[src/rtl/clock_divider_gen_if.sv]
// Divisor load channel for clock_divider_gen: requested divisor, load strobe,
// shadow-free indication and illegal-divisor pulse.
interface clock_divider_gen_if #(
  parameter int WIDTH = 8
);
  logic [WIDTH-1:0] div_in;
  logic             div_valid;
  logic             div_ready;
  logic             div_err;

  modport master (output div_in, div_valid, input  div_ready, div_err);
  modport slave  (input  div_in, div_valid, output div_ready, div_err);
endinterface

[src/rtl/clock_divider_gen.sv]
// Programmable integer clock divider (IDLE/RUN/STOP) with shadowed divisor and
// half-cycle extension for odd divisors. Define CLKDIV_TICK_EN to add the tick port.
module clock_divider_gen #(
  parameter int WIDTH       = 8,
  parameter int DEFAULT_DIV = 4
) (
  input  logic                clk,
  input  logic                reset_n,
  input  logic                en,
  clock_divider_gen_if.slave  div,
  output logic                clk_out,
  output logic                running
`ifdef CLKDIV_TICK_EN
  ,
  output logic                tick
`endif
);

  if (DEFAULT_DIV < 2 || longint'(DEFAULT_DIV) > ((longint'(1) << WIDTH) - 1)) begin : g_bad_default
    $error("clock_divider_gen: DEFAULT_DIV out of range 2..2^WIDTH-1");
  end

  typedef enum logic [1:0] {IDLE, RUN, STOP} state_t;

  localparam logic [WIDTH-1:0] DEF_D = WIDTH'(DEFAULT_DIV);

  state_t           state_q, state_d;
  logic [WIDTH-1:0] cnt_q, cnt_d;
  logic [WIDTH-1:0] div_q, div_d;
  logic [WIDTH-1:0] shd_q, shd_d;
  logic             shd_vld_q, shd_vld_d;
  logic             rdy_q, rdy_d;
  logic             err_q, err_d;
  logic             run_q, run_d;
  logic             hi_q, hi_d;
  logic             hn_q, hn_d;
  logic             accept, legal, wrap;

  always_comb begin
    accept    = div.div_valid && rdy_q;
    legal     = div.div_in > WIDTH'(1);
    wrap      = (state_q != IDLE) && (cnt_q == div_q - 1'b1);
    state_d   = state_q;
    cnt_d     = cnt_q;
    div_d     = div_q;
    shd_d     = shd_q;
    shd_vld_d = shd_vld_q;
    err_d     = accept && !legal;
    case (state_q)
      IDLE: begin
        cnt_d = '0;
        // A load in IDLE goes straight to D so a simultaneous en starts on it
        if (shd_vld_q) begin
          div_d     = shd_q;
          shd_vld_d = 1'b0;
        end else if (accept && legal) begin
          div_d = div.div_in;
        end
        if (en) state_d = RUN;
      end
      default: begin
        if (wrap) begin
          cnt_d = '0;
          if (shd_vld_q) begin
            div_d     = shd_q;
            shd_vld_d = 1'b0;
          end
        end else begin
          cnt_d = cnt_q + 1'b1;
        end
        if (accept && legal) begin
          shd_d     = div.div_in;
          shd_vld_d = 1'b1;
        end
        if (state_q == RUN) begin
          if (!en) state_d = STOP;
        end else if (wrap) begin
          state_d = en ? RUN : IDLE;
        end
      end
    endcase
    run_d = (state_d != IDLE);
    // WIDTH+1-bit compare keeps D>>1 exact at the top of the range
    hi_d  = run_d && ({1'b0, cnt_d} < ({1'b0, div_d} >> 1));
    rdy_d = !shd_vld_d;
    hn_d  = hi_q && div_q[0];
  end

  always_ff @(posedge clk or negedge reset_n) begin
    if (!reset_n) begin
      state_q   <= IDLE;
      cnt_q     <= '0;
      div_q     <= DEF_D;
      shd_q     <= '0;
      shd_vld_q <= 1'b0;
      rdy_q     <= 1'b1;
      err_q     <= 1'b0;
      run_q     <= 1'b0;
      hi_q      <= 1'b0;
    end else begin
      state_q   <= state_d;
      cnt_q     <= cnt_d;
      div_q     <= div_d;
      shd_q     <= shd_d;
      shd_vld_q <= shd_vld_d;
      rdy_q     <= rdy_d;
      err_q     <= err_d;
      run_q     <= run_d;
      hi_q      <= hi_d;
    end
  end

  // Trails the posedge flop by half a cycle; only odd D lets it through
  always_ff @(negedge clk or negedge reset_n) begin
    if (!reset_n) hn_q <= 1'b0;
    else          hn_q <= hn_d;
  end

`ifdef CLKDIV_TICK_EN
  logic tick_q, tick_d;

  always_comb begin
    tick_d = run_d && (cnt_d == '0);
  end

  always_ff @(posedge clk or negedge reset_n) begin
    if (!reset_n) tick_q <= 1'b0;
    else          tick_q <= tick_d;
  end

  assign tick = tick_q;
`endif

  assign clk_out       = hi_q | hn_q;
  assign running       = run_q;
  assign div.div_ready = rdy_q;
  assign div.div_err   = err_q;

endmodule

[src/flat_wrapper.sv]
// flat-port wrapper written by rule: the top's interface ports become plain ports
module clock_divider_gen_flat 
#(
  parameter int WIDTH       = 8,
  parameter int DEFAULT_DIV = 4
)
  (clk, reset_n, en, clk_out, running, div_div_in, div_div_valid, div_div_ready, div_div_err);
  clock_divider_gen_if #(.WIDTH(WIDTH)) div_i ();
  input  logic clk;
  input  logic reset_n;
  input  logic en;
  output logic clk_out;
  output logic running;
  input wire logic [$bits(div_i.div_in)-1:0] div_div_in;
  input wire logic [$bits(div_i.div_valid)-1:0] div_div_valid;
  output wire logic [$bits(div_i.div_ready)-1:0] div_div_ready;
  output wire logic [$bits(div_i.div_err)-1:0] div_div_err;
  assign div_i.div_in = div_div_in;
  assign div_i.div_valid = div_div_valid;
  assign div_div_ready = div_i.div_ready;
  assign div_div_err = div_i.div_err;
  clock_divider_gen #(.WIDTH(WIDTH), .DEFAULT_DIV(DEFAULT_DIV)) u_core (.clk(clk), .reset_n(reset_n), .en(en), .div(div_i), .clk_out(clk_out), .running(running));
endmodule
[config.mk]
export PLATFORM = sky130hd
export DESIGN_NAME = clock_divider_gen_flat
export DESIGN_NICKNAME = d
export VERILOG_FILES = /design/src/rtl/clock_divider_gen_if.sv /design/src/rtl/clock_divider_gen.sv /design/src/flat_wrapper.sv
export SDC_FILE = /design/constraint.sdc
export NUM_CORES = 1
export LEC_CHECK = 0
export ABC_AREA = 1
export CAP_MARGIN = 5
export CORE_MARGIN = 1
export CORE_UTILIZATION = 40
export CTS_BUF_LIST = sky130_fd_sc_hd__clkbuf_16
export CTS_CLUSTER_DIAMETER = 40
export DETAILED_ROUTE_END_ITERATION = 8
export PLACE_DENSITY_LB_ADDON = 0.1
export SLEW_MARGIN = 40
export SYNTH_ARGS = -nofsm -noshare
export SYNTH_HDL_FRONTEND = slang
export SYNTH_SLANG_ARGS = --single-unit
[constraint.sdc]
create_clock -name clk -period 3.3 [get_ports clk]
set_clock_uncertainty 0.15 [all_clocks]
set_input_delay 0.66 -clock clk [delete_from_list [all_inputs] [get_ports clk]]
set_output_delay 0.66 -clock clk [all_outputs]
set_load 0.02 [all_outputs]
==> results_dict.tcl <==
set metrics [dict create \
    start_util 0.421 \
    netlist_area_um2 2000 \
    gp_congestion 0.875 \
    die-area_um2 5290 \
    ctsHtreeMaxLevel 2 \
    grt_pass1_vias 1733 \
    overflow_left_after_global_routing 0 \
    p_per_area_nw_per_um2 910 \
    global_route.usage.met1 0.274 \
    met2_usage 0.342 \
    leakagePower_nw 1.25 \
    post_cts_buffers 0 \
    fillerInstances 497 \
    number_of_enable_type_register_cells_in_the_synthesized_netlist 0 \
    grt_setup_unrepaired "true" \
    detail_route.first_pass.iterations 4 \
    synth-warning-count 0 \
    first_pass_grt_wire_length_um 8080 \
    worst_ir_drop_vdd_v 0.000412 \
    grt_start_max_net_pins 32 \
    flow.area_growth_from_synthesis_pct 20.4 \
    numCtsBuffers 5 \
    diodes 0 \
    maxSlewHeadroom 0.638 \
    postLayoutCellArea_um2 2410 \
    p_sw_frac 0.434 \
    p_comb_frac 0.482 \
    ant_nets 0 \
    hold_path.class "flip-flop to flip-flop" \
    chipHeight_um 72.7 \
    synthCells 273 \
    dp.final_hpwl_um 3620 \
    top_usage_layer "met2" \
    timing.critical_path.cells "or2_4, buf_6" \
    final_layout_size_suffix_gt1_frac 0.110 \
    slew_of_the_pin_with_the_lowest_slew_margin_ns 0.542 \
    cts.repair.resized 7 \
    cts_tree "done" \
    clkPwrFrac 0.198 \
    grtUsageTotal 0.207 \
    detailedRoute.firstIterationViolations 69 \
    cp_data_required_time_ns 2.49 \
    cpPeakStageDelay_ns 0.32 \
    place_area_um2 2270 \
    critical_path_class "flip-flop to output pin" \
    post_synthesis_sequential_area_ratio 0.401 \
    cts_hold_buf 0 \
    power.internal_mw 1.24 \
    async_flop_share 1.00 \
    synth_top_flop_cell "sky130_fd_sc_hd__dfrtp_1" \
    synth.avg_cell_area_um2 7.33 \
    final_net_count 318 \
    ffs_latches_synth 32 \
    route.vias.total 1749 \
    global_route.usage.met3 0.0331 \
    finalCoreUtilization 0.507 \
    failed_checks "negative setup slack" \
    timing.final.max_slew_violations 0 \
    power.switching_mw 0.952 \
    fin_ws_ns -0.120 \
    die-width_um 72.7 \
    drv_cap 0 \
    clock_latency_ns 0.28 \
    regArea_um2 803 \
    via_per_instance_ratio 4.78 \
    io_buffer_count 15 \
    power.sequential.fraction 0.320 \
    drc 0 \
    slowest_cell_on_the_critical_path "sky130_fd_sc_hd__dfrtn_1" \
    holdPathStages 2 \
    ff2ff_path_depth 17 \
    worstSetupEndpointType "output pin" \
    worstPathMaxFanout 1 \
    clockBufferDepth 2 \
    finalHoldViolCount 0 \
    wirelength_um 4580 \
    count_of_standard_cell_rows 25 \
    ios 16 \
    cts_root_buf "sky130_fd_sc_hd__clkbuf_16" \
    wl_per_cell_um 12.5 \
    design.core.area_um2 4750 \
    synthesized_net_count 293 \
    cp-start-kind "flip-flop" \
    antenna_violations_before_repair 0 \
    multi_input_comb_area_um2 1010 \
    cts.reportedPaths.clkPinSlew_ns 0.05 \
    worst_ep_arrival_time_ns 2.61 \
    tritoncts_num_sinks 32 \
    setup_viol 1 \
    synthDistinctLibCells 31 \
    status "finished, violations left" \
]
[worst paths after layout]
path | startpoint | end | slack (ns)
worst max-delay path | u_core.hn_q$_DFF_NN0_ | clk_out | -0.12
worst min-delay path | u_core.shd_q[1]$_DFFE_PN0P_ | u_core.shd_q[1]$_DFFE_PN0P_ | 0.34
worst max register to register | u_core.div_q[1]$_DFF_PN0_ | u_core.hi_q$_DFF_PN0_ | 0.33
worst min register to register | u_core.shd_q[1]$_DFFE_PN0P_ | u_core.shd_q[1]$_DFFE_PN0P_ | 0.34
max in group asynchronous | reset_n | u_core.hn_q$_DFF_NN0_ | 0.80
min in group asynchronous | reset_n | u_core.shd_q[0]$_DFFE_PN0P_ | 0.82
[layout by cell type, fill, tap and decap left out, types with 2 or more instances in the layout]
cell type,n
sky130_fd_sc_hd__a21oi_1,10
sky130_fd_sc_hd__nor2_1,26
sky130_fd_sc_hd__mux2_2,3
sky130_fd_sc_hd__nand4_1,2
sky130_fd_sc_hd__nand3_1,20
sky130_fd_sc_hd__nor3_1,2
sky130_fd_sc_hd__o21ai_0,16
sky130_fd_sc_hd__xnor2_1,2
sky130_fd_sc_hd__clkdlybuf4s50_1,14
sky130_fd_sc_hd__o21ai_1,4
sky130_fd_sc_hd__dfstp_2,2
sky130_fd_sc_hd__clkinv_1,4
sky130_fd_sc_hd__nand2_2,2
sky130_fd_sc_hd__o211ai_1,5
sky130_fd_sc_hd__dfrtp_1,29
sky130_fd_sc_hd__nor2_2,2
sky130_fd_sc_hd__a32oi_1,2
sky130_fd_sc_hd__inv_2,7
sky130_fd_sc_hd__clkbuf_16,5
sky130_fd_sc_hd__xor2_1,4
sky130_fd_sc_hd__nand2_1,74
sky130_fd_sc_hd__buf_4,6
sky130_fd_sc_hd__ha_1,8
sky130_fd_sc_hd__inv_1,40
[power by group through the flow]
| stage | clock (mW) | combinational, mW | sequential (mW) |
|---|---|---|---|
| after CTS | 0.443 | 1.07 | 0.703 |
| after detailed placement | 0 | 1.06 | 0.708 |
| after global routing | 0.463 | 1.24 | 0.729 |
| after floorplan | 0 | 0.788 | 0.688 |
| after global placement | 0 | 1.05 | 0.706 |
| final | 0.433 | 1.06 | 0.703 |
[kinds of logic after synthesis]
kind of cell	after synthesis	synth area share
compound gates	40	0.118
mux	3	0.0169
fa+ha+maj	8	0.0500
buf+inv	51	0.0956
flops	32	0.401
simple gates	133	0.292
xor+xnor	6	0.0262
[metal layers]
metal | up-vias | part of all wire
met5 | - | 0
met3 | 7 | 0.026
met4 | 0 | 0.014
met1 | 801 | 0.49
met2 | 19 | 0.47
li1 | 922 | -
[area by class of cell]
class,count,area share
tap,67,0.0348
multi-input combinational,190,0.419
sequential,32,0.333
clock inverter,3,0.00467
clock buffer,5,0.0519
inverter,48,0.0748
timing repair buffer,21,0.0815
[worst max-delay path: cells and delay by family, from the launching register on]
family                 cells  cell delay [ns]
buffers and inverters      1             0.13
flip-flops                 1             0.32
AND/OR/NAND/NOR            1             0.22
[synth_stat cells, types with 3 or more instances]
cell type	instances	area [um^2]
sky130_fd_sc_hd__nand2_1	74	278
sky130_fd_sc_hd__inv_1	38	143
sky130_fd_sc_hd__dfrtp_1	29	726
sky130_fd_sc_hd__nor2_1	26	97.6
sky130_fd_sc_hd__nand3_1	20	100
sky130_fd_sc_hd__o21ai_0	16	80.1
sky130_fd_sc_hd__a21oi_1	10	50.1
sky130_fd_sc_hd__ha_1	8	100
sky130_fd_sc_hd__inv_2	7	26.3
sky130_fd_sc_hd__o211ai_1	5	37.5
sky130_fd_sc_hd__o21ai_1	4	20.0
sky130_fd_sc_hd__xor2_1	4	35.0
sky130_fd_sc_hd__clkbuf_1	3	11.3
sky130_fd_sc_hd__clkinv_1	3	11.3
sky130_fd_sc_hd__mux2_2	3	33.8
[flip-flops by register name, summed over array words and instances, names as in the netlist]
register and flops:
u_core.running 1, u_core.div.div_err 1, u_core.div.div_ready 1, u_core.hi_q 1
u_core.state_q 2, u_core.div_q 8, u_core.shd_vld_q 1, u_core.shd_q 8
u_core.hn_q 1, u_core.cnt_q 8
[metrics by stage]
| stage | setup slack [ns] | power [mW] | hold WS [ns] | cells | TNS [ns] |
|---|---|---|---|---|---|
| global route | -0.138 | 2.43 | 0.380 | 366 | -0.138 |
| CTS | -0.126 | 2.22 | 0.347 | 366 | -0.126 |
| detailed placement | -0.251 | 1.77 | 0.333 | 358 | -0.251 |
| floorplan | 0.219 | 1.48 | 0.214 | 273 | 0 |
| global placement | -0.251 | 1.76 | 0.325 | 358 | -0.251 |
| finish | -0.120 | 2.19 | 0.340 | 366 | -0.120 |
Power figures use the tool's default switching activity.
==> RTL change, RTL diff (same settings) <==
`WIDTH` is set to 8 in 3 places; all go to 10.
--- a/src/rtl/clock_divider_gen_if.sv
+++ b/src/rtl/clock_divider_gen_if.sv
@@ -3,3 +3,3 @@
 interface clock_divider_gen_if #(
-  parameter int WIDTH = 8
+  parameter int WIDTH = 10
 );
--- a/src/rtl/clock_divider_gen.sv
+++ b/src/rtl/clock_divider_gen.sv
@@ -3,3 +3,3 @@
 module clock_divider_gen #(
-  parameter int WIDTH       = 8,
+  parameter int WIDTH       = 10,
   parameter int DEFAULT_DIV = 4
--- a/src/flat_wrapper.sv
+++ b/src/flat_wrapper.sv
@@ -3,3 +3,3 @@
 #(
-  parameter int WIDTH       = 8,
+  parameter int WIDTH       = 10,
   parameter int DEFAULT_DIV = 4
Ports: changed (resized div_div_in); port bits go from 16 to 18. The function was not compared with the original's and may differ.
==> RTL change against the unedited design <==
- the flow still finishes with violations (setup timing)
- cell area up 29%
- wire length rose by 37%
- count of clock-buffer cells in the layout did not move
- setup slack lost 0.011 ns
- sequential cell count rose by 6
- area after synthesis grew 22%
Power is not compared: it rests on default switching activity, and its combinational part moved more than twofold at a synthesized area within 25%.
==> RTL change: results (changes against the unedited design) <==
GRT
  – Met1 Use GR: 0.2941 (+0.01997)
  – Largest net degree at the start of global routing: 38 (+19%)
  – Gr usage total: 0.2196 (+0.01302)
  – GRT met3 Usage: 0.03409 (+0.0009417)
  – Vias in the first global route: 2205 (+27%)
  – GR met2 Demand/Resource: 0.3598 (+0.01819)

Placed design
  – Hpwl dp: 4968 um (+37%)
  – Placed cells: 459 (+28%)
  – Placement Cell Area: 2919 sq um (+29%)
  – Final GP Congestion: 0.8487 (-3.0%)
  – IO Port Bufs: 17 (+2)

Routing
  – DR WL met3: 212 um (+81%)
  – Starting DRT DRC Count: 140 (+100%)
  – Met1 WL: 3016 um (+35%)
  – Total wire length: 6258 um (+37%)
  – DR WL met2: 2932 um (+35%)
  – Vias per cell: 4.904 (+2.6%)

STA
  – Slew headroom: 0.6288 (-0.009110)
  – Final setup viols: 1 (unchanged)
  – Setup ws final: -0.1312 ns (-0.01069 ns)
  – Fin Hold WS: 0.3466 ns (+0.006832 ns)
  – TNS Setup: -0.1312 ns (-0.01069 ns)

Yosys
  – Seq/Total Area, Yosys: 0.3894 (-0.01188)
  – Post-synthesis cell count: 341 (+25%)
  – Synth unique cells: 35 (+13%)
  – Top post-synthesis cells by count: 97 x nand2_1, 49 x inv_1, 35 x dfrtp_1

Critical path
  – Reg-to-reg setup timing slack: 0.11 ns (-0.22 ns)
  – CP arrival: 2.62 ns (about the same)
  – Critical Path Sink: clk_out
  – Reg2reg start: u_core.div_q[0]$_DFFE_PN0P_
  – Reg2Reg Depth: 21 (+4)

Worst hold path
  – Hold path depth: 2 (unchanged)
  – Hold EP: u_core.shd_q[0]$_DFFE_PN0P_
  – Start point of the worst hold path: u_core.shd_q[0]$_DFFE_PN0P_

Finish
  – Layout cells sized above 1: 0.1934 (+0.08302)
  – # fillers: 610 (+23%)
  – Nets: 416 (+31%)
  – Layout Cells excl Fill: 468 (+28%)
  – Regs by FF count: u_core.cnt_q (10), u_core.div_q (10), u_core.shd_q (10)

Status
  – Status: complete, but fails checks
  – Failing checks: setup timing

Clocking
  – CTS Buf Count: 5 (unchanged)
-- RTL change: cells by family after synthesis --
| family | Yosys count | synth area share |
|---|---|---|
| adder cells (fa/ha/maj) | 10 | 0.05110 |
| buffers and inverters | 65 | 0.1053 |
| AO/OA/AOI/OAI | 52 | 0.1247 |
| AND/OR/NAND/NOR | 165 | 0.2841 |
| XOR/XNOR | 5 | 0.01788 |
| multiplexers | 6 | 0.02759 |
| flip-flops | 38 | 0.3894 |
-- RTL change: cell type report --
| class | count | share of cell area |
|---|---|---|
| repair buffers | 52 | 0.1378 |
| flip-flops and latches | 38 | 0.3061 |
| clock inverters | 3 | 0.004821 |
| multi-input cells | 238 | 0.4122 |
| inverters | 57 | 0.06870 |
| well taps | 75 | 0.03013 |
| clock buffers | 5 | 0.04018 |
-- RTL change: power breakdown --
part	total [W]	internal (W)	leakage, nW	switching [W]
sequential	0.000466	0.000466	0.483	0
clock	0.000458	0.000274	0.0724	0.000184
combinational	0.0000379	0.0000198	1.13	0.0000181
total	0.000962	0.000760	1.69	0.000202
